### src/rtl/if_id_hazard_ctrl.sv
// ---------------------------------------------------------------------------
// if_id_hazard_ctrl
// Pipeline sequencer for the 8-bit in-order core. It decides, every cycle,
// whether the PC and the IF/ID register may advance, whether IF/ID is zeroed,
// and whether a NOP is loaded into ID/EX. It resolves three hazards:
// load-use stalls, taken-branch flushes and multicycle-multiply waits.
//
// Ports
//   clock          rising-edge clock
//   reset          synchronous active-low reset
//   id_rs1/id_rs2  ID-stage source registers, id_use_rs1/2 qualify them
//   ex_rd          EX-stage destination register, ex_is_load marks a load
//   branch_taken   EX resolved a taken branch (pulse)
//   mul_start      EX issued a multicycle multiply (pulse)
//   mul_done       multiplier result valid (pulse)
//   pc_write_en    PC may advance
//   if_id_write_en IF/ID may load a new instruction
//   ID_flush       zero IF/ID on the next edge
//   id_ex_bubble   load a NOP into ID/EX on the next edge
//   mul_timeout    sticky flag: a multiply wait ended by timeout
//   stall_count    saturating count of stall/flush cycles
// ---------------------------------------------------------------------------
module if_id_hazard_ctrl #(
   parameter int REG_AW       = 3,
   parameter int FLUSH_CYCLES = 1,
   parameter int MUL_TIMEOUT  = 15,
   parameter int CNT_W        = 8
) (
   input  logic              clock,
   input  logic              reset,
   input  logic [REG_AW-1:0] id_rs1,
   input  logic [REG_AW-1:0] id_rs2,
   input  logic              id_use_rs1,
   input  logic              id_use_rs2,
   input  logic [REG_AW-1:0] ex_rd,
   input  logic              ex_is_load,
   input  logic              branch_taken,
   input  logic              mul_start,
   input  logic              mul_done,
   output logic              pc_write_en,
   output logic              if_id_write_en,
   output logic              ID_flush,
   output logic              id_ex_bubble,
   output logic              mul_timeout,
   output logic [CNT_W-1:0]  stall_count
);

   typedef enum logic [1:0] {RUN, FLUSH, MUL_WAIT} state_t;

   state_t     state, state_nxt;
   logic [2:0] flush_cnt, flush_cnt_nxt;
   logic [7:0] mul_cnt, mul_cnt_nxt;
   logic       timeout_set;
   logic       load_use;
   logic       pc_en_run, flush_run;

   // Register 0 is an ordinary register here, so rd==0 still counts as a hit.
   assign load_use = ex_is_load &
                     ((id_use_rs1 & (id_rs1 == ex_rd)) |
                      (id_use_rs2 & (id_rs2 == ex_rd)));

   always_comb begin
      pc_en_run     = 1'b1;
      flush_run     = 1'b0;
      id_ex_bubble  = 1'b0;
      state_nxt     = state;
      flush_cnt_nxt = flush_cnt;
      mul_cnt_nxt   = mul_cnt;
      timeout_set   = 1'b0;

      case (state)
         RUN: begin
            if (branch_taken) begin
               // PC loads the branch target, so the enables stay high.
               flush_run    = 1'b1;
               id_ex_bubble = 1'b1;
               if (FLUSH_CYCLES > 1) begin
                  state_nxt     = FLUSH;
                  flush_cnt_nxt = 3'(FLUSH_CYCLES - 1);
               end
            end else if (mul_start) begin
               pc_en_run    = 1'b0;
               id_ex_bubble = 1'b1;
               mul_cnt_nxt  = '0;
               // A same-cycle done means the result is already available.
               if (!mul_done) state_nxt = MUL_WAIT;
            end else if (load_use) begin
               // The load leaves EX next cycle, so one stall cycle suffices.
               pc_en_run    = 1'b0;
               id_ex_bubble = 1'b1;
            end
         end
         FLUSH: begin
            // The flushed path cannot branch; branch_taken is ignored here.
            flush_run     = 1'b1;
            id_ex_bubble  = 1'b1;
            flush_cnt_nxt = flush_cnt - 3'd1;
            if (flush_cnt == 3'd1) state_nxt = RUN;
         end
         MUL_WAIT: begin
            pc_en_run    = 1'b0;
            id_ex_bubble = 1'b1;
            mul_cnt_nxt  = mul_cnt + 8'd1;
            if (mul_done) begin
               state_nxt = RUN;
            end else if (mul_cnt == 8'(MUL_TIMEOUT - 1)) begin
               state_nxt   = RUN;
               timeout_set = 1'b1;
            end
         end
         default: state_nxt = RUN;
      endcase

      pc_write_en    = pc_en_run;
      if_id_write_en = pc_en_run;
      ID_flush       = flush_run;

      // Hold the front end quiet and drain ID/EX while reset is asserted.
      if (!reset) begin
         pc_write_en    = 1'b0;
         if_id_write_en = 1'b0;
         ID_flush       = 1'b1;
         id_ex_bubble   = 1'b1;
      end
   end

   always_ff @(posedge clock) begin
      if (!reset) begin
         state       <= RUN;
         flush_cnt   <= '0;
         mul_cnt     <= '0;
         stall_count <= '0;
         mul_timeout <= 1'b0;
      end else begin
         state     <= state_nxt;
         flush_cnt <= flush_cnt_nxt;
         mul_cnt   <= mul_cnt_nxt;
         if (timeout_set) mul_timeout <= 1'b1;
         // Use the pre-reset-override values: reset cycles are not counted.
         if ((!pc_en_run || flush_run) && (stall_count != '1))
            stall_count <= stall_count + 1'b1;
      end
   end

endmodule
### config.mk
export PLATFORM = sky130hd
export DESIGN_NAME = if_id_hazard_ctrl
export DESIGN_NICKNAME = d
export VERILOG_FILES = /design/src/rtl/if_id_hazard_ctrl.sv
export SDC_FILE = /design/constraint.sdc
export NUM_CORES = 1
export LEC_CHECK = 0
export CAP_MARGIN = 5
export CORE_ASPECT_RATIO = 0.9
export CORE_MARGIN = 10
export CORE_UTILIZATION = 46
export CTS_CLUSTER_DIAMETER = 150
export DETAILED_ROUTE_END_ITERATION = 6
export GPL_ROUTABILITY_DRIVEN = 0
export MAX_ROUTING_LAYER = met4
export PLACE_DENSITY_LB_ADDON = 0.25
export SLEW_MARGIN = 20
export SYNTH_ARGS = -nofsm -noshare
export SYNTH_HDL_FRONTEND = slang
export SYNTH_SLANG_ARGS = --single-unit
### constraint.sdc
create_clock -name clock -period 2.2 [get_ports clock]
set_clock_uncertainty 0.1 [all_clocks]
set_input_delay 0.22 -clock clock [delete_from_list [all_inputs] [get_ports clock]]
set_output_delay 0.22 -clock clock [all_outputs]
set_load 0.02 [all_outputs]
==> flow_summary.json <==
{
  "wl_met2_microns": 993,
  "final_antenna_net_count": 0,
  "fin_crit_sh": 0.938,
  "ir_drop_uv": 401,
  "cts_hold_buf": 0,
  "synthMuxAreaShare": 0.0380,
  "worstMarginPinSlew_ns": 0.275,
  "cpPeakStageDelay_ns": 0.52,
  "nFillCells": 190,
  "layout_commonest_cell": "clkdlybuf4s50_1",
  "antenna_cells": 0,
  "vias": 932,
  "synth_cell_types": 32,
  "slew_violations": 0,
  "total_power_mw": 0.634,
  "p_sw_mw": 0.163,
  "synth_edf_count": 0,
  "internal-power_mw": 0.471,
  "grt_max_degree": 23,
  "clkLatencyLatePin_ns": 0.28,
  "hold_viol": 0,
  "synth_top_family_by_area": "simple AND/OR/NAND/NOR gates",
  "final_cell_area_sq_um": 1400,
  "avgSynthCellArea_sq_um": 9.00,
  "grt_use_total": 0.107,
  "cp-start-kind": "input port",
  "slowest_stage": "clkdlybuf4s50_1",
  "crit_type": "in2out",
  "swShare": 0.258,
  "cts.sinks": 18,
  "finalSetupViolations": 0,
  "ys_warn_count": 0,
  "endpoint_kind": "output port",
  "drt-pass1-iter-count": 4,
  "grt_pass1_vias": 947,
  "cts-root-buf": "clkbuf_4",
  "pin_count": 30,
  "fp-row-count": 16,
  "p_clk_frac": 0.250,
  "htreeDepth": 1,
  "worst_slew_margin_rel": 0.816,
  "synth_compound_area_frac": 0.166,
  "cp_max_fo": 2,
  "cts_tree": "yes",
  "syn-num-nets": 137,
  "yosys.area_share.simple": 0.276,
  "cap_viol_max_count": 0,
  "path_clk_slew_ns": 0.10,
  "grt_overflow": 0,
  "arrival_ns": 1.74,
  "dr_wl_met3_microns": 188,
  "rsz0062_at_grt": "false",
  "crit_family": "buffers and inverters",
  "worst_ep_required_time_ns": 1.88,
  "detail_route.wl_per_cell_microns": 13.0,
  "critPathBufInv": 2,
  "p_seq_frac": 0.541,
  "die_h_microns": 65.4,
  "synthArstFlopShare": 0,
  "critical_path.cell_chain": "clkdlybuf4s50_1 -> xnor2_1 -> nand4_1 -> a21oi_1 -> nor2_1 -> o211a_1 -> dlygate4sd2_1",
  "p_leak_nw": 0.502,
  "synthToLayoutAreaGrowth_pct": 33.3,
  "top_layer": "met4",
  "place_area_sq_um": 1390,
  "synth_flop_cell": "dfxtp_1",
  "cts-buffers-inserted": 3,
  "initial_core_util": 0.483,
  "yosysSeqAreaShare": 0.342,
  "synth-adder-area-share": 0.0356,
  "grt_pass1_wl_microns": 4050,
  "synthXorXnorAreaFrac": 0.0998,
  "synthCells": 117,
  "power_density_nw_per_um2": 452,
  "routed_via_density": 5.30,
  "drtIter0Drc": 39,
  "antenna_found_initial": 0,
  "numPortBuffers": 29,
  "m1WireLength_microns": 1080,
  "core_area_sq_um": 2180,
  "hp-class": "reg2reg",
  "drc": 0,
  "clockBufferDepth": 2,
  "wl_microns": 2280,
  "combinationalPowerShare": 0.209,
  "syn_area_sq_um": 1050,
  "outcome": "finished clean",
  "final_cell_mix": "clkdlybuf4s50_1, dfxtp_1, xnor2_1, nand2_1, nand4_1",
  "die_width_microns": 70.4,
  "layout-drive-gt1-share": 0.0872,
  "fmax_mhz": 485,
  "synth-seq-cells": 18,
  "post-route-min-period_ns": 2.06,
  "fp.dieArea_sq_um": 4610,
  "num-nets-final": 171
}
==> registers in the layout, indices dropped and copies added, names as in the netlist <==
name	count
mul_cnt	8
mul_timeout	1
stall_count	8
state	1
==> synth_stat cells, types with 2 or more instances <==
master | n | area [sq um]
dfxtp_1 | 18 | 360
xnor2_1 | 11 | 96.3
nand2_1 | 10 | 37.5
nand4_1 | 9 | 56.3
nor2b_1 | 8 | 50.1
a22oi_1 | 6 | 45.0
o21ai_0 | 6 | 30.0
a21boi_1 | 4 | 30.0
inv_1 | 4 | 15.0
mux2i_1 | 4 | 40.0
or3_1 | 4 | 25.0
and3_4 | 3 | 33.8
clkbuf_1 | 3 | 11.3
ha_1 | 3 | 37.5
nand2b_1 | 3 | 18.8
a21oi_1 | 2 | 10.0
and2_1 | 2 | 12.5
and3_1 | 2 | 12.5
nor2_1 | 2 | 7.51
==> final cells by class <==
| class | instances | area, sq um | share of cell area |
|---|---|---|---|
| multi-input cells | 90 | 648 | 0.462 |
| flip-flops and latches | 18 | 360 | 0.257 |
| repair buffers | 34 | 324 | 0.231 |
| well taps | 27 | 33.8 | 0.0241 |
| clock buffers | 3 | 22.5 | 0.0160 |
| inverters | 4 | 15.0 | 0.0107 |
==> worst paths after layout <==
path	start	end	slack [ns]	depth (start not counted)
max	ex_rd[0]	if_id_write_en	0.14	7
min	mul_timeout$_SDFFE_PN0P_	mul_timeout$_SDFFE_PN0P_	0.38	1
max reg2reg	stall_count[0]$_SDFFE_PN0P_	stall_count[6]$_SDFFE_PN0P_	0.36	6
min reg2reg	mul_timeout$_SDFFE_PN0P_	mul_timeout$_SDFFE_PN0P_	0.38	1
==> power by group through the flow <==
stage	clock, mW	combinational [mW]	sequential [mW]
3_3_place_gp	0	0.135	0.350
6_report	0.159	0.132	0.343
2_1_floorplan	0	0.0632	0.356
5_1_grt	0.176	0.145	0.345
4_1_cts	0.168	0.134	0.343
3_5_place_dp	0	0.137	0.350
==> stage by stage <==
stage	TNS [ns]	setup WS (ns)	util	instances	hold WS, ns
3_5_place_dp	-0.265	-0.103	0.635	173	0.364
3_3_place_gp	-0.192	-0.0823	0.635	173	0.356
2_1_floorplan	0	0.419	-	117	0.196
4_1_cts	0	0.114	0.643	176	0.388
6_report	0	0.137	0.643	176	0.376
5_1_grt	0	0.0152	0.643	176	0.411
==> layer usage <==
layer,global-route usage,vias up
li1,-,485
met1,0.118,415
met2,0.172,30
met3,0.0541,2
met4,0.0222,0
met5,-,-
==> what timing repair did <==
item / in CTS / in global routing
buffers inserted: 0 / 0
setup endpoints to repair: 3 / 0
gates resized for setup: 3 / 0
==> logic make-up after synthesis <==
group,Yosys count
AO/OA/AOI/OAI,23
XOR/XNOR,12
adder cells (fa/ha/maj),3
buffers and inverters,9
flip-flops,18
multiplexers,4
AND/OR/NAND/NOR,48
Note: power is estimated with default switching activity, not from simulation.
==> patch 1: new RTL, same settings <==
Set the parameter `CNT_W` to 9 (it was 8).
--- a/src/rtl/if_id_hazard_ctrl.sv
+++ b/src/rtl/if_id_hazard_ctrl.sv
@@ -26,3 +26,3 @@
    parameter int MUL_TIMEOUT  = 15,
-   parameter int CNT_W        = 8
+   parameter int CNT_W        = 9
 ) (
Interface: changed (resized stall_count); port bits go from 30 to 31. The function was not compared with the original's and may differ.
==> patch 1 against the original RTL <==
- wire length is 5.3% higher
- sequential cell count is 1 higher
- first-iteration DRC count rose by 69%
- setup slack better by 56 ps
- cell area grew 3.1%
- largest cell class unchanged
- via count is 6.2% higher
- highest routed layer unchanged
- critical path type unchanged
- global-route usage about the same
- area after synthesis rose by 2.4%
- power is 7.2% higher
==> patch 1: results (changes against the original RTL) <==
M3 GR Usage -> 0.0285 (-0.0255)
met3 routed wirelength -> 136 µm (-28%)
worst slew pin tran -> 331 ps (+56.1 ps)
met2 usage -> 0.170 (-0.00152)
number of global-route vias before repair -> 964 (+1.8%)
setup ws final -> 194 ps (+56.4 ps)
P_clk -> 0.000179 W (+13%)
Avg Inst Size Synth -> 8.56 µm² (-4.9%)
Met2 Routed Length -> 1090 µm (+9.6%)
Seq/Total Area, Yosys -> 0.353 (+0.0106)
leading post-synthesis cells by cell area -> dfxtp_1 (35%), xnor2_1 (7.3%), ha_1 (4.6%), nor2b_1 (4.6%), nand2_1 (4.2%)
P_comb -> 0.000137 W (+4%)
Critical Path AT -> 1690 ps (-50 ps)
final hold slack -> 382 ps (+6.15 ps)
flop-to-flop setup slack -> 280 ps (-80 ps)
dpl ws -> -79.7 ps (+23.1 ps)
metal1 wirelength -> 1130 µm (+4.3%)
placed instance count -> 183 (+5.8%)
met1 Use GR -> 0.122 (+0.00302)
I/O Buffers -> 30 (+3.4%)
syn nets -> 147 (+7.3%)
first-pass GRT wire length -> 4150 µm (+2.4%)
Lkg Pwr -> 0.577 nW (+15%)
top cells by count, synth -> dfxtp_1 (19), nand2_1 (12), xnor2_1 (9)
DR WL/cell -> 12.8 µm (-0.89%)
initial DRC count -> 66 (+69%)
Worst Hold End -> mul_timeout$_SDFFE_PN0P_
Non-Filler Instances -> 187 (+6.3%)
ys flop type -> dfxtp_1
Vias/cell -> 5.29 (about the same)
status -> complete, no violations
Comb power frac -> 0.202 (-0.007)
switch share -> 0.272 (+0.0144)
largest net degree at the start of global routing -> 23 (unchanged)
worst skew pair latency -> 300 ps (+20 ps)
Area after DPL -> 1420 µm² (+2.8%)
VDD IR-drop max -> 0.252 mV (-37%)
Regs by FF count -> stall_count: 9 flops, mul_cnt: 8 flops
Total Routing Usage GR -> 0.107 (about the same)
ratio of cells with drive above 1 in the final layout -> 0.0750 (-0.0122)
Distinct cells, synth -> 29 (-9.4%)
worst r2r path cells -> 8 (+2)
[patch 1: cell count changes in the layout (fill, tap and decap cells not counted), sizes merged, moves of 4 or more]
cell,before,now
a21oi,2,6
a21boi,4,0
nand3,1,5
or3,4,0
[patch 1: logic make-up (layout without fill, tap and decap cells)]
group / after synthesis / count (layout) / synth area share
flip-flops: 19 / 19 / 0.353
buffers and inverters: 12 / 46 / 0.0522
multiplexers: 3 / 3 / 0.0278
adder cells (fa/ha/maj): 4 / 4 / 0.0464
AND/OR/NAND/NOR: 53 / 53 / 0.278
AO/OA/AOI/OAI: 22 / 22 / 0.137
XOR/XNOR: 13 / 13 / 0.106
[patch 1: final cells by class]
cell class	instances	area (µm²)
Clock inverter	1	5.00
Fill cell	203	754
Timing Repair Buffer	36	342
Multi-Input combinational cell	95	642
Inverter	6	22.5
Sequential cell	19	380
Tap cell	27	33.8
Clock buffer	3	22.5
[patch 1: repair_timing]
action                     CTS  global route
setup endpoints to repair    3             0
hold buffers                 0             0
gates resized for setup      3             0
==> patch 2: new RTL, config.mk and constraints unchanged <==
Made on the original files. Put one more register stage on the output `stall_count`, cleared by the reset. The value now appears one clock later. The other outputs are not delayed to match. Comments in the files are not updated.
--- a/src/rtl/if_id_hazard_ctrl.sv
+++ b/src/rtl/if_id_hazard_ctrl.sv
@@ -48,2 +48,4 @@
    typedef enum logic [1:0] {RUN, FLUSH, MUL_WAIT} state_t;
+
+   logic [CNT_W-1:0] stall_count_s0;
 
@@ -131,3 +133,3 @@
          mul_cnt     <= '0;
-         stall_count <= '0;
+         stall_count_s0 <= '0;
          mul_timeout <= 1'b0;
@@ -139,4 +141,12 @@
          // Use the pre-reset-override values: reset cycles are not counted.
-         if ((!pc_en_run || flush_run) && (stall_count != '1))
-            stall_count <= stall_count + 1'b1;
+         if ((!pc_en_run || flush_run) && (stall_count_s0 != '1))
+            stall_count_s0 <= stall_count_s0 + 1'b1;
+      end
+   end
+
+   always_ff @(posedge clock) begin
+      if (!reset) begin
+         stall_count <= '0;
+      end else begin
+         stall_count <= stall_count_s0;
       end
Behaviour: not the same (a bounded check fails within 4 cycles, from zero or initial values and one cycle with reset low).
==> patch 2 against the original RTL <==
- sequential cell count rose by 8
- critical endpoint unchanged
- die area rose by 14%
- largest power group unchanged
- wire length rose by 30%
- cell area rose by 18%
- critical path type unchanged
- register-to-register slack improved by 20 ps
- power rose by 30%
- setup slack got worse by 120 ps
- highest routed layer unchanged
- area after synthesis rose by 20%
- core utilization rose by 1.1 points
- cell count rose by 14%
==> patch 2: results (changes against the original RTL) <==
Seq/Total Area, Yosys -> 0.412 (+0.0698)
I/O Buffers -> 29 (unchanged)
worst skew pair latency -> 310 ps (+30 ps)
DR WL/cell -> 14.9 µm (+15%)
ratio of cells with drive above 1 in the final layout -> 0.122 (+0.0348)
hold_sp -> mul_done
met3 routed wirelength -> 234 µm (+24%)
Met2 Routed Length -> 1330 µm (+34%)
Regs by FF count -> mul_cnt: 8 flops, stall_count: 8 flops, stall_count_s0: 8 flops
Compound-Gate Fraction of Synth Area -> 0.158 (-0.00785)
first-pass GRT wire length -> 4930 µm (+22%)
Post-Synth XOR/XNOR Area -> 0.0762 (-0.0235)
HP Class -> in2reg
Critical Path AT -> 1860 ps (+120 ps)
Vias/cell -> 5.74 (+8.3%)
bufs w/o clock -> 38 (+12%)
VDD IR-drop max -> 0.242 mV (-40%)
top cells by count, synth -> dfxtp_1 (26), nor2_1 (13), xnor2_1 (10)
comb_multi_in -> 99 (+10%)
initial DRC count -> 67 (+72%)
leading post-synthesis cells by cell area -> dfxtp_1 (41%), xnor2_1 (6.9%), and2_1 (4.5%), nor2_1 (3.9%), a22oi_1 (3.0%)
nets -> 194 (+13%)
critical path's largest stage delay -> 460 ps (-60 ps)
Fill cells -> 230 (+21%)
register area -> 520 µm² (+44%)
CTS clk-pin slew, worst paths -> 130 ps (+30 ps)
Worst R2R Start -> stall_count_s0[0]$_SDFFE_PN0P_
initial antenna violation count -> 0 (unchanged)
adder and majority gate portion of the synthesized area -> 0.0297 (-0.00593)
status -> complete, no violations
mux contribution to synthesized area -> 0.0347 (-0.00335)
inverter count -> 6 (+2)
largest net degree at the start of global routing -> 16 (-30%)
syn nets -> 155 (+13%)
Clock buf/inv share -> 0.0136 (-0.00245)
Distinct cells, synth -> 41 (+28%)
Total Routing Usage GR -> 0.117 (+0.00973)
## patch 2: changes by cell type in the layout (fill, tap and decap cells not counted), moves of 4 or more
cell | before | now
a21boi_1 | 4 | 0
a21oi_1 | 2 | 7
and2_1 | 2 | 9
buf_4 | 5 | 9
dfxtp_1 | 18 | 26
nand2_1 | 10 | 3
nand3_1 | 1 | 5
nand4_1 | 9 | 2
nor2_1 | 2 | 13
nor2b_1 | 8 | 0
## patch 2: per-stage QoR
stage,cell area (µm²),hold slack (ps),instances,setup WS [ps]
floorplan,1260,197,135,261
global placement,1640,365,197,-271
detailed placement,1640,382,197,-311
CTS,1660,381,200,-7.27
finish,1660,386,200,18.8
global route,1660,384,200,-99.6
## patch 2: where the power goes
group	switching, W	total [W]	internal (W)
clock	0.000134	0.000198	0.0000640
sequential	0.0000127	0.000493	0.000481
combinational	0.0000614	0.000135	0.0000733
## patch 2: kinds of logic after synthesis
kind of cell / after synthesis
flip-flops: 26
AND/OR/NAND/NOR: 53
XOR/XNOR: 11
adder cells (fa/ha/maj): 3
multiplexers: 4
AO/OA/AOI/OAI: 28
buffers and inverters: 10
## patch 2: layer usage
layer / vias to the layer above / track usage
li1: 559 / -
met1: 545 / 0.147
met2: 41 / 0.171
met3: 2 / 0.0357
met4: 0 / 0.0429
met5: - / -
## patch 2: worst paths after layout
check / cells past startpoint / endpoint / slack [ps]
min: 2 / state[1]$_SDFFE_PN0P_ / 390
max: 7 / if_id_write_en / 20
max reg2reg: 4 / stall_count_s0[3]$_SDFFE_PN0P_ / 380
min reg2reg: 2 / mul_cnt[7]$_SDFFE_PN0P_ / 400
## patch 2: worst reg2reg max path: stages (launching register included)
cell and delay (ps):
dfxtp_1 410, ha_1 320, and3_1 250, a211oi_1 290, mux2_2 360
